## config.mk

```make
export PLATFORM = sky130hd
export DESIGN_NAME = reaction_score_keeper
export DESIGN_NICKNAME = d
export VERILOG_FILES = /design/src/rtl/reaction_score_keeper.sv
export SDC_FILE = /design/constraint.sdc
export NUM_CORES = 1
export LEC_CHECK = 0
export BUFFER_PORTS_ARGS = -buffer_cell sky130_fd_sc_hd__buf_4
export CAP_MARGIN = 20
export CORE_MARGIN = 2
export CORE_UTILIZATION = 35
export DETAILED_ROUTE_END_ITERATION = 12
export SYNTH_ARGS = -nofsm -noshare
export SYNTH_HDL_FRONTEND = slang
export SYNTH_SLANG_ARGS = --single-unit
```

## constraint.sdc

```tcl
create_clock -name clock -period 3.05 [get_ports clock]
set_input_delay 0.305 -clock clock [delete_from_list [all_inputs] [get_ports clock]]
set_output_delay 0.305 -clock clock [all_outputs]
set_load 0.05 [all_outputs]
```

## src/rtl/reaction_score_keeper.sv

```systemverilog
// Reaction-timer score keeper: accepts a 3-digit BCD result, range-checks it,
// compares it digit-serially against the stored best and updates best time,
// new-record / rejected flags and a saturating 2-digit BCD attempt counter.
module reaction_score_keeper #(
   parameter logic [11:0] MIN_VALID_BCD = 12'h010,
   parameter logic [7:0]  ATTEMPT_MAX   = 8'h99
) (
   input  logic       clock,
   input  logic       reset_n,
   input  logic       res_valid,
   output logic       res_ready,
   input  logic [3:0] res_d2,
   input  logic [3:0] res_d1,
   input  logic [3:0] res_d0,
   input  logic       clear_best,
   output logic [3:0] best_d2,
   output logic [3:0] best_d1,
   output logic [3:0] best_d0,
   output logic       best_valid,
   output logic       new_record,
   output logic       rejected,
   output logic [3:0] attempts_d1,
   output logic [3:0] attempts_d0
);

   typedef enum logic [2:0] {StIdle, StCheck, StCmp2, StCmp1, StCmp0, StCommit} state_e;
   typedef enum logic [1:0] {VerdUndec, VerdLess, VerdGreater} verdict_e;

   state_e      state_q, state_d;
   verdict_e    verdict_q, verdict_d;
   logic [11:0] cap_q, cap_d;
   logic [11:0] best_q, best_d;
   logic        best_valid_q, best_valid_d;
   logic        new_record_q, new_record_d;
   logic        rejected_q, rejected_d;
   logic [7:0]  attempts_q, attempts_d;
   logic        range_bad;

   // First differing digit (MSD first) decides; later digits cannot override it.
   function automatic verdict_e judge(input verdict_e v, input logic [3:0] c, input logic [3:0] b);
      if (v != VerdUndec) return v;
      if (c < b) return VerdLess;
      if (c > b) return VerdGreater;
      return VerdUndec;
   endfunction

   // Per-digit BCD increment that holds at the saturation value.
   function automatic logic [7:0] bcd_inc(input logic [7:0] v);
      if (v == ATTEMPT_MAX) return v;
      if (v[3:0] == 4'd9) return {v[7:4] + 4'd1, 4'd0};
      return {v[7:4], v[3:0] + 4'd1};
   endfunction

   assign res_ready = (state_q == StIdle);

   // BCD concatenation orders like the decimal value once every digit is 0-9.
   assign range_bad = (cap_q[11:8] > 4'd9) | (cap_q[7:4] > 4'd9) | (cap_q[3:0] > 4'd9) |
                      (cap_q < MIN_VALID_BCD);

   // Next-state and datapath update; clear_best overrides the sequencer.
   always_comb begin
      state_d      = state_q;
      verdict_d    = verdict_q;
      cap_d        = cap_q;
      best_d       = best_q;
      best_valid_d = best_valid_q;
      new_record_d = new_record_q;
      rejected_d   = rejected_q;
      attempts_d   = attempts_q;
      if (clear_best) begin
         state_d      = StIdle;
         best_d       = '0;
         best_valid_d = 1'b0;
         new_record_d = 1'b0;
         rejected_d   = 1'b0;
         attempts_d   = '0;
      end else begin
         unique case (state_q)
            StIdle: begin
               if (res_valid) begin
                  cap_d     = {res_d2, res_d1, res_d0};
                  verdict_d = VerdUndec;
                  state_d   = StCheck;
               end
            end
            StCheck: begin
               if (range_bad) begin
                  rejected_d   = 1'b1;
                  new_record_d = 1'b0;
                  state_d      = StIdle;
               end else begin
                  rejected_d = 1'b0;
                  state_d    = StCmp2;
               end
            end
            StCmp2: begin
               verdict_d = judge(verdict_q, cap_q[11:8], best_q[11:8]);
               state_d   = StCmp1;
            end
            StCmp1: begin
               verdict_d = judge(verdict_q, cap_q[7:4], best_q[7:4]);
               state_d   = StCmp0;
            end
            StCmp0: begin
               verdict_d = judge(verdict_q, cap_q[3:0], best_q[3:0]);
               state_d   = StCommit;
            end
            StCommit: begin
               // Equal times leave the verdict undecided, so they are not a record.
               if (!best_valid_q || verdict_q == VerdLess) begin
                  best_d       = cap_q;
                  best_valid_d = 1'b1;
                  new_record_d = 1'b1;
               end else begin
                  new_record_d = 1'b0;
               end
               attempts_d = bcd_inc(attempts_q);
               state_d    = StIdle;
            end
            default: state_d = StIdle;
         endcase
      end
   end

   // State and datapath registers.
   always_ff @(posedge clock or negedge reset_n) begin
      if (!reset_n) begin
         state_q      <= StIdle;
         verdict_q    <= VerdUndec;
         cap_q        <= '0;
         best_q       <= '0;
         best_valid_q <= 1'b0;
         new_record_q <= 1'b0;
         rejected_q   <= 1'b0;
         attempts_q   <= '0;
      end else begin
         state_q      <= state_d;
         verdict_q    <= verdict_d;
         cap_q        <= cap_d;
         best_q       <= best_d;
         best_valid_q <= best_valid_d;
         new_record_q <= new_record_d;
         rejected_q   <= rejected_d;
         attempts_q   <= attempts_d;
      end
   end

   assign best_d2     = best_q[11:8];
   assign best_d1     = best_q[7:4];
   assign best_d0     = best_q[3:0];
   assign best_valid  = best_valid_q;
   assign new_record  = new_record_q;
   assign rejected    = rejected_q;
   assign attempts_d1 = attempts_q[7:4];
   assign attempts_d0 = attempts_q[3:0];

endmodule

```

==> metrics.md <==
| Metric | Value |
|---|---|
| Vias | `1,636` |
| Vias in the first global route | `1,570` |
| Critical path data required time | `3.22 ns` |
| Share of layout cells above drive strength 1 | `24.0%` |
| Overflow after GRT | `0` |
| # diodes | `0` |
| Synth warnings | `0` |
| Dpl cells | `325` |
| Async SR Flop Fraction | `100%` |
| Core area | `5960 µm²` |
| Clock skew | `0.00493 ns` |
| CTS tree | `done` |
| Logic pwr share | `20.3%` |
| Setup CP Type | `reg2reg` |
| Switching power | `0.379 mW` |
| Min Tclk post-route | `2.04 ns` |
| Clock latency on the worst-skew pair | `0.29 ns` |
| Fin cells | `333` |
| Largest fanout on the critical path | `23` |
| Setup Fix Bufs, Post-CTS | `0` |
| Sink Count | `40` |
| I/O pins | `40` |
| Rows | `28` |
| First-pass GRT wire length | `7450 µm` |
| F_max | `490 MHz` |
| Pwr/cell area | `501 nW/µm²` |
| Max cap viols | `0` |
| Crit path capture type | `flip-flop` |
| Post-synthesis sequential area ratio | `46.4%` |
| Clk slew on worst S/H paths | `0.07 ns` |
| Wire length on met3 | `189 µm` |
| CTS H-Tree Depth | `2` |
| Worst Path Arrival | `2.21 ns` |
| Initial DRC Count | `114` |
| Synth Flop Type | `dfrtp_1` |
| Sequential power share | `50.7%` |
| GR Util All Layers | `14.5%` |
| Largest net degree at the start of global routing | `41` |
| Met1 WL | `2030 µm` |
| RSZ-0062 raised after global routing | `no` |
| Wire length per cell | `12.9 µm` |
| Final net count | `288` |
| Final Max Tran Viols | `0` |
| Die area | `6810 µm²` |
| Pleak | `1.17 nW` |
| Die Y | `82.5 µm` |
| Clock Tree Buf Depth | `2` |
| Initial Util | `36.2%` |
| Internal | `0.914 mW` |
| Port Buffers | `39` |
| Fin. Hold Viols | `0` |
| Synth cell types | `37` |
| Average cell area after synthesis | `9.77 µm²` |
| Fin Setup TNS | `0 ns` |
| Post-synthesis cell area | `2160 µm²` |
| Hold slack | `0.246 ns` |
| Wire length on met2 | `2000 µm` |
| Final Setup Violations | `0` |
| P&R area growth vs syn | `19.5%` |
| Cts bufs inserted | `5` |
| Most common cell after layout, fill and taps aside | `dfrtp_1` |
| Vias/cell | `4.91` |
| Actual slew at the worst max-slew pin | `0.669 ns` |
| Gp weighted congestion | `0.742` |
| Final wirelength | `4290 µm` |
| Rel. slew slack | `55.3%` |
| Critical path launch point type | `flip-flop` |
| Initial antenna violation count | `0` |
| Status | `completed` |
| VDD IR max | `0.290 mV` |
| HPWL after DPL | `3050 µm` |
| DR pass1 iterations | `4` |
| Switching share of power | `29.3%` |
| Cells after Synth | `221` |
| Number of synthesized register bits | `40` |
| Clk pwr share | `28.9%` |
| Die X | `82.5 µm` |
| Final antenna-violating net count | `0` |
| Most frequent cells in the layout | `40 x dfrtp_1, 39 x nor2_1, 39 x buf_4, 26 x a21oi_1, 18 x inv_1` |
| Synthesized net count | `251` |
| Type of the most critical hold path | `in2reg` |
| Period Utilization, post-route | `67.0%` |
| DRC violations left | `0` |
| Post-synth EDFFs | `0` |
| Clock root buffer | `clkbuf_8` |
| DR top layer | `met4` |
-- area by class of cell --
class | count | area (µm²)
fill | 606 | 3380
multi-input combinational | 153 | 1020
sequential | 40 | 1000
timing repair buffer | 40 | 303
clock buffer | 7 | 96.3
tap | 75 | 93.8
inverter | 18 | 67.6
-- synthesized netlist by cell type, types with 3 or more instances --
master,number,area (µm²)
nand3_1,4,20.0
o21ai_0,7,35.0
mux2i_1,3,30.0
a41oi_1,3,26.3
dfrtp_1,40,1000
a21oi_1,26,130
inv_1,18,67.6
mux2_2,12,135
buf_6,3,33.8
nor4_1,3,18.8
buf_4,3,22.5
nand2_1,8,30.0
ha_1,14,175
nor2_1,39,146
nor4b_1,3,26.3
nor3_1,8,40.0
clkbuf_1,3,11.3
-- registers in the layout, summed over array words and instances (netlist names) --
| name | flops |
|---|---|
| attempts_q | 8 |
| rejected | 1 |
| new_record | 1 |
| best_q | 12 |
| state_q | 3 |
| verdict_q | 2 |
| cap_q | 12 |
| best_valid | 1 |
-- layer usage --
layer  vias up  track usage, %
li1        839               -
met3         7            3.48
met2        32            22.2
met1       758            19.7
met5         -               0
met4         0            5.90
-- repair_timing --
action | in CTS | in global routing
setup endpoints to repair | 0 | 0
gates resized for setup | 0 | 0
hold buffers | 1 | 0
hold endpoints to repair | 9 | 0
-- worst paths after layout --
| check | startpoint | end | slack [ns] | depth (start not counted) |
|---|---|---|---|---|
| worst max-delay path | state_q[2]$_DFFE_PN0P_ | best_q[8]$_DFFE_PN0P_ | 1.01 | 4 |
| worst min-delay path | res_d0[1] | cap_q[1]$_DFFE_PN0P_ | 0.25 | 2 |
| worst max register to register | state_q[2]$_DFFE_PN0P_ | best_q[8]$_DFFE_PN0P_ | 1.01 | 4 |
| worst min register to register | cap_q[0]$_DFFE_PN0P_ | cap_q[0]$_DFFE_PN0P_ | 0.54 | 1 |
| max in group asynchronous | reset_n | best_q[6]$_DFFE_PN0P_ | 2.18 | 2 |
| min in group asynchronous | reset_n | attempts_q[2]$_DFFE_PN0P_ | 0.53 | 2 |
-- power by group through the flow --
stage               registers, mW  logic, mW  clock network [mW]
finish                      0.656      0.263               0.374
global route                0.667      0.306               0.415
CTS                         0.656      0.267               0.392
detailed placement          0.667      0.265                   0
global placement            0.665      0.261                   0
floorplan                   0.648      0.197                   0
-- worst max-delay path, cell delays in order, from the launching register on --
cell,delay (ns)
dfrtp_1,0.57
and3b_1,0.41
a21boi_4,0.62
mux2i_1,0.26
nor2_1,0.05
-- cells by family after synthesis --
group                      after synthesis  synth area share (%)
and+or+nand+nor                         78                  18.2
AOI/OAI and AO/OA                       43                  11.9
DFF                                     40                  46.4
buffers and inverters                   28                  6.49
muxes                                   15                  7.65
adders and majority gates               14                  8.12
xor gates and xnor gates                 3                  1.22
-- stage by stage --
stage | cell area [µm²] | setup slack (ns) | power [mW] | utilization, %
after floorplan | 2160 | 0.634 | 0.845 | -
after global placement | 2470 | 1.06 | 0.926 | 41.5
after detailed placement | 2470 | 0.974 | 0.932 | 41.5
after CTS | 2580 | 0.998 | 1.31 | 43.3
after global routing | 2580 | 0.812 | 1.39 | 43.3
final | 2580 | 1.01 | 1.29 | 43.3
(Power assumes the default switching activity.)
